**config.mk**
```make
export PLATFORM = sky130hd
export DESIGN_NAME = pipeline_stall_sequencer_flat
export DESIGN_NICKNAME = d
export VERILOG_FILES = /design/src/rtl/pipeline_stall_sequencer_if.sv /design/src/rtl/pipeline_stall_sequencer.sv /design/src/flat_wrapper.sv
export SDC_FILE = /design/constraint.sdc
export NUM_CORES = 1
export LEC_CHECK = 0
export CORE_MARGIN = 4
export CORE_UTILIZATION = 40
export DETAILED_ROUTE_END_ITERATION = 8
export DONT_BUFFER_PORTS = 1
export GPL_ROUTABILITY_DRIVEN = 0
export MAX_ROUTING_LAYER = met4
export SLEW_MARGIN = 20
export SYNTH_ARGS = -nofsm -noshare
export SYNTH_HDL_FRONTEND = slang
export SYNTH_SLANG_ARGS = --single-unit
```
**constraint.sdc**
```tcl
create_clock -name clk -period 2.8 [get_ports clk]
set_clock_uncertainty 0.05 [all_clocks]
set_input_delay 0.28 -clock clk [delete_from_list [all_inputs] [get_ports clk]]
set_output_delay 0.28 -clock clk [all_outputs]
set_load 0.01 [all_outputs]
```
**src/rtl/pipeline_stall_sequencer_if.sv**
```systemverilog
// Control bundle between the hazard/EX logic and the stall sequencer.
// master drives the requests; slave (the sequencer) drives enables, halt status and counters.
interface pipeline_stall_sequencer_if #(
  parameter int CNT_W = 32
);
  logic             is_stall;
  logic             flush_req;
  logic             halt_req;
  logic             pc_write;
  logic             if_id_write;
  logic             if_id_flush;
  logic             id_ex_bubble;
  logic             is_halted;
  logic [CNT_W-1:0] stall_count;
  logic [CNT_W-1:0] flush_count;

  modport master (
    output is_stall, flush_req, halt_req,
    input  pc_write, if_id_write, if_id_flush, id_ex_bubble,
    input  is_halted, stall_count, flush_count
  );

  modport slave (
    input  is_stall, flush_req, halt_req,
    output pc_write, if_id_write, if_id_flush, id_ex_bubble,
    output is_halted, stall_count, flush_count
  );
endinterface

```
**src/rtl/pipeline_stall_sequencer.sv**
```systemverilog
// Purpose: merges stall/flush/halt requests into PC and pipeline-register controls; owns halt drain.
// Latency: enables are combinational; is_halted rises DRAIN_CYCLES+1 cycles after halt acceptance.
// Backpressure: a stall freezes PC and IF/ID; HALTED freezes the front end until reset.
module pipeline_stall_sequencer #(
  parameter int DRAIN_CYCLES = 3,
  parameter int CNT_W        = 32
) (
  input  logic                         clk,
  input  logic                         reset_n,
  pipeline_stall_sequencer_if.slave    ctl
);

  localparam int DW = ($clog2(DRAIN_CYCLES + 1) < 1) ? 1 : $clog2(DRAIN_CYCLES + 1);

  typedef enum logic [1:0] {
    RUN    = 2'd0,
    DRAIN  = 2'd1,
    HALTED = 2'd2
  } state_t;

  state_t           state_q, state_nxt;
  logic [DW-1:0]    drain_q, drain_nxt;
  logic             halted_q, halted_nxt;
  logic [CNT_W-1:0] stall_cnt_q, flush_cnt_q;
  logic             stall_inc, flush_inc;

  always_ff @(posedge clk or negedge reset_n) begin
    if (!reset_n) begin
      state_q     <= RUN;
      drain_q     <= '0;
      halted_q    <= 1'b0;
      stall_cnt_q <= '0;
      flush_cnt_q <= '0;
    end else begin
      state_q  <= state_nxt;
      drain_q  <= drain_nxt;
      halted_q <= halted_nxt;
      if (stall_inc && (stall_cnt_q != {CNT_W{1'b1}}))
        stall_cnt_q <= stall_cnt_q + 1'b1;
      if (flush_inc && (flush_cnt_q != {CNT_W{1'b1}}))
        flush_cnt_q <= flush_cnt_q + 1'b1;
    end
  end

  always_comb begin
    state_nxt        = state_q;
    drain_nxt        = drain_q;
    halted_nxt       = halted_q;
    stall_inc        = 1'b0;
    flush_inc        = 1'b0;
    ctl.pc_write     = 1'b0;
    ctl.if_id_write  = 1'b0;
    ctl.if_id_flush  = 1'b0;
    ctl.id_ex_bubble = 1'b1;

    if (reset_n) begin
      unique case (state_q)
        RUN: begin
          if (ctl.flush_req) begin
            // The ID instruction is squashed, so any ecall there must not halt.
            ctl.pc_write     = 1'b1;
            ctl.if_id_write  = 1'b1;
            ctl.if_id_flush  = 1'b1;
            ctl.id_ex_bubble = 1'b1;
            flush_inc        = 1'b1;
          end else if (ctl.is_stall) begin
            ctl.id_ex_bubble = 1'b1;
            stall_inc        = 1'b1;
          end else if (ctl.halt_req) begin
            // The ecall moves into EX while fetch stops behind it.
            ctl.if_id_write  = 1'b1;
            ctl.if_id_flush  = 1'b1;
            ctl.id_ex_bubble = 1'b0;
            state_nxt        = DRAIN;
            drain_nxt        = DW'(DRAIN_CYCLES - 1);
          end else begin
            ctl.pc_write     = 1'b1;
            ctl.if_id_write  = 1'b1;
            ctl.id_ex_bubble = 1'b0;
          end
        end
        DRAIN: begin
          ctl.if_id_write  = 1'b1;
          ctl.if_id_flush  = 1'b1;
          ctl.id_ex_bubble = 1'b1;
          if (drain_q == '0) begin
            state_nxt  = HALTED;
            halted_nxt = 1'b1;
          end else begin
            drain_nxt = drain_q - 1'b1;
          end
        end
        HALTED: begin
          ctl.id_ex_bubble = 1'b1;
        end
        default: begin
          state_nxt = RUN;
        end
      endcase
    end
  end

  assign ctl.is_halted   = halted_q;
  assign ctl.stall_count = stall_cnt_q;
  assign ctl.flush_count = flush_cnt_q;

endmodule
```
**src/flat_wrapper.sv**
```systemverilog
// flat-port wrapper written by rule: the top's interface ports become plain ports
module pipeline_stall_sequencer_flat 
#(
  parameter int DRAIN_CYCLES = 3,
  parameter int CNT_W        = 32
)
  (clk, reset_n, ctl_is_stall, ctl_flush_req, ctl_halt_req, ctl_pc_write, ctl_if_id_write, ctl_if_id_flush, ctl_id_ex_bubble, ctl_is_halted, ctl_stall_count, ctl_flush_count);
  pipeline_stall_sequencer_if #(.CNT_W(CNT_W)) ctl_i ();
  input  logic clk;
  input  logic reset_n;
  input wire logic [$bits(ctl_i.is_stall)-1:0] ctl_is_stall;
  input wire logic [$bits(ctl_i.flush_req)-1:0] ctl_flush_req;
  input wire logic [$bits(ctl_i.halt_req)-1:0] ctl_halt_req;
  output wire logic [$bits(ctl_i.pc_write)-1:0] ctl_pc_write;
  output wire logic [$bits(ctl_i.if_id_write)-1:0] ctl_if_id_write;
  output wire logic [$bits(ctl_i.if_id_flush)-1:0] ctl_if_id_flush;
  output wire logic [$bits(ctl_i.id_ex_bubble)-1:0] ctl_id_ex_bubble;
  output wire logic [$bits(ctl_i.is_halted)-1:0] ctl_is_halted;
  output wire logic [$bits(ctl_i.stall_count)-1:0] ctl_stall_count;
  output wire logic [$bits(ctl_i.flush_count)-1:0] ctl_flush_count;
  assign ctl_i.is_stall = ctl_is_stall;
  assign ctl_i.flush_req = ctl_flush_req;
  assign ctl_i.halt_req = ctl_halt_req;
  assign ctl_pc_write = ctl_i.pc_write;
  assign ctl_if_id_write = ctl_i.if_id_write;
  assign ctl_if_id_flush = ctl_i.if_id_flush;
  assign ctl_id_ex_bubble = ctl_i.id_ex_bubble;
  assign ctl_is_halted = ctl_i.is_halted;
  assign ctl_stall_count = ctl_i.stall_count;
  assign ctl_flush_count = ctl_i.flush_count;
  pipeline_stall_sequencer #(.DRAIN_CYCLES(DRAIN_CYCLES), .CNT_W(CNT_W)) u_core (.clk(clk), .reset_n(reset_n), .ctl(ctl_i));
endmodule
```
==> results.json <==
{
  "grt_max_degree": 70,
  "cts_buffer_depth": 2,
  "track_usage": 0.1690,
  "ys_async_sr_fraction": 1.000,
  "n_antenna_cell": 0,
  "nets": 340,
  "powerDensity_nw_per_um2": 646.9,
  "grt_pass1_vias": 2560,
  "synth_cell_types": 45,
  "hold_viol_final": 0,
  "fp.dieH_microns": 100.3,
  "r2r_end": "u_core.ctl.flush_count[31]",
  "tritoncts": "done",
  "drt_wl_total_microns": 7736,
  "antenna_found_initial": 0,
  "crit_chain": "buf_4 > nand4bb_2 > or4_4 > a311oi_4 > nand4_1 > xnor2_1",
  "dpl_cell_area_sq_um": 3571,
  "status": "complete, no violations",
  "drtIter0Drc": 72,
  "maxCapViolations": 0,
  "critPathLaunchType": "register",
  "htree_levels": 3,
  "grt-ovfl-total": 0,
  "port_buffers": 0,
  "critPathSlowestCell": "or4_4",
  "synth_ff_type": "dfrtp_1",
  "rsz0062_at_grt": "no",
  "total_power_mw": 2.472,
  "syn_avg_cell_area_sq_um": 10.78,
  "worstRegToRegCells": 6,
  "wl_per_cell_microns": 17.54,
  "die_x_microns": 100.3,
  "cts_sinks": 69,
  "final_area_sq_um": 3821,
  "leakagePower_nw": 1.572,
  "insertion_delay_ns": 0.34,
  "drt-pass1-iter-count": 4,
  "fin_setup_tns_ns": 0,
  "path_class": "reg -> reg",
  "ys_ff_latch": 69,
  "crit_path_max_incr_delay_ns": 0.50,
  "worst-path-buf-inv": 1,
  "syn_to_final_growth_pct": 12.16,
  "report.final.slew_viol_count": 0,
  "core_sq_um": 8258,
  "final_common_cell": "dfrtp_1",
  "ant_nets": 0,
  "reg2reg_from": "u_core.state_q[0]",
  "syn_inst": 316,
  "crit_path_end_kind": "register",
  "layout-drive-gt1-share": 0.1042,
  "clock.fmax_mhz": 431.5,
  "ys.warnings.count": 0,
  "grt_pass1_wl_microns": 13140,
  "hp-start": "ctl_halt_req",
  "fin_ws_ns": 0.4824,
  "syn_area_sq_um": 3407,
  "ir_worst_vdd_v": 0.0003554,
  "slew_headroom": 0.5025,
  "setup_viol": 0,
  "r2r_slack_ns": 0.48,
  "rows": 33,
  "finalCritPeriodShare": 0.8277,
  "worstHoldEndpoint": "u_core.state_q[0]",
  "drc_errors": 0,
  "place_inst": 424,
  "via_per_inst": 5.719,
  "vias": 2522,
  "arrival_ns": 2.48,
  "tightest_slew_ns": 0.7429,
  "worst_hold_path.num_cells": 2,
  "critPathLaunch": "u_core.state_q[0]",
  "syn-num-nets": 324,
  "ys_seq_area_frac": 0.5068,
  "synth_edf_count": 0,
  "pre_cts_slack_ns": 0.4971,
  "critPathMaxFanout": 14,
  "final_cell_mix": "dfrtp_1, xnor2_1, nand3_1, nand4_1, nand2_1",
  "dieArea_sq_um": 10060,
  "initial_core_util": 0.4126,
  "path_clk_slew_ns": 0.07,
  "hpwl_microns": 5519,
  "crit_required_ns": 2.96,
  "crit_family": "simple AND/OR/NAND/NOR gates",
  "clock_tree.root_cell": "clkbuf_8",
  "hold_path.class": "in -> reg",
  "ios": 74,
  "cts_buffers": 9,
  "finalCriticalPeriod_ns": 2.318,
  "post_cts_buffers": 0,
  "fin_cells": 441
}
[final cells by class]
type                    instances  area [sq um]
clock buffers                   9         123.9
clock inverters                 6         88.84
fillers                       782          4437
inverters                       5         18.77
multi-input cells             239          1649
flip-flops and latches         69          1727
well taps                     105         131.4
repair buffers                  8         82.58
[repair_timing]
action,in CTS,in global routing
endpoints found under the hold margin,69,0
hold buffers,2,0
resized for setup,0,0
[registers in the layout (all words and copies together), names as in the netlist]
signal                  count
u_core.ctl.flush_count     32
u_core.ctl.stall_count     32
u_core.drain_q              2
u_core.state_q              2
u_core.ctl.is_halted        1
[layer usage]
| layer | GRT usage | part of all wire | vias up |
|---|---|---|---|
| li1 | - | - | 1189 |
| met1 | 0.2081 | 0.44 | 1241 |
| met2 | 0.2462 | 0.46 | 77 |
| met3 | 0.06741 | 0.088 | 15 |
| met4 | 0.07150 | 0.018 | 0 |
| met5 | - | 0 | - |
[power by group]
group | switching (mW) | total, mW | internal [mW]
registers | 0.177 | 1.27 | 1.09
logic | 0.173 | 0.321 | 0.148
clock network | 0.383 | 0.879 | 0.496
total | 0.733 | 2.47 | 1.74
[per-stage QoR]
step	utilization	hold WS (ns)
2_1_floorplan	-	-0.06559
3_3_place_gp	0.4324	-0.06353
3_5_place_dp	0.4324	-0.06379
4_1_cts	0.4627	0.04466
5_1_grt	0.4627	0.05926
6_report	0.4627	0.06328
[kinds of logic (layout without fill, tap and decap cells)]
group / Yosys count / count (layout) / share of synthesized area
mux: 3 / 3 / 0.009915
fa+ha+maj: 3 / 3 / 0.01102
flops: 69 / 69 / 0.5068
simple gates: 151 / 151 / 0.2585
xor+xnor: 59 / 59 / 0.1517
compound gates: 23 / 23 / 0.05289
buf+inv: 8 / 28 / 0.009178
[synthesized netlist by cell type, types with 2 or more instances]
| cell | number | share of area |
|---|---|---|
| a21oi_1 | 4 | 0.0059 |
| a31oi_1 | 5 | 0.0092 |
| and2_1 | 3 | 0.0055 |
| and3_1 | 14 | 0.026 |
| and4_1 | 4 | 0.010 |
| dfrtp_1 | 69 | 0.51 |
| ha_1 | 3 | 0.011 |
| inv_1 | 5 | 0.0055 |
| mux2_1 | 2 | 0.0066 |
| nand2_1 | 23 | 0.025 |
| nand3_1 | 40 | 0.059 |
| nand4_1 | 25 | 0.046 |
| nor2_1 | 14 | 0.015 |
| nor2b_1 | 2 | 0.0037 |
| nor3_1 | 5 | 0.0073 |
| nor4_1 | 7 | 0.013 |
| nor4_2 | 2 | 0.0073 |
| o21ai_0 | 4 | 0.0059 |
| o31a_1 | 2 | 0.0051 |
| xnor2_1 | 50 | 0.13 |
| xor2_1 | 9 | 0.023 |
[how the worst max path moves through the flow]
| stage | end | cells after the start |
|---|---|---|
| after CTS | u_core.ctl.flush_count[31] | 6 |
| after global placement | u_core.ctl.flush_count[25] | 6 |
| final | u_core.ctl.flush_count[31] | 6 |
| after floorplan | u_core.ctl.flush_count[31] | 5 |
| after global routing | u_core.ctl.stall_count[1] | 5 |
| after detailed placement | u_core.ctl.flush_count[31] | 6 |
Power figures use the tool's default switching activity.
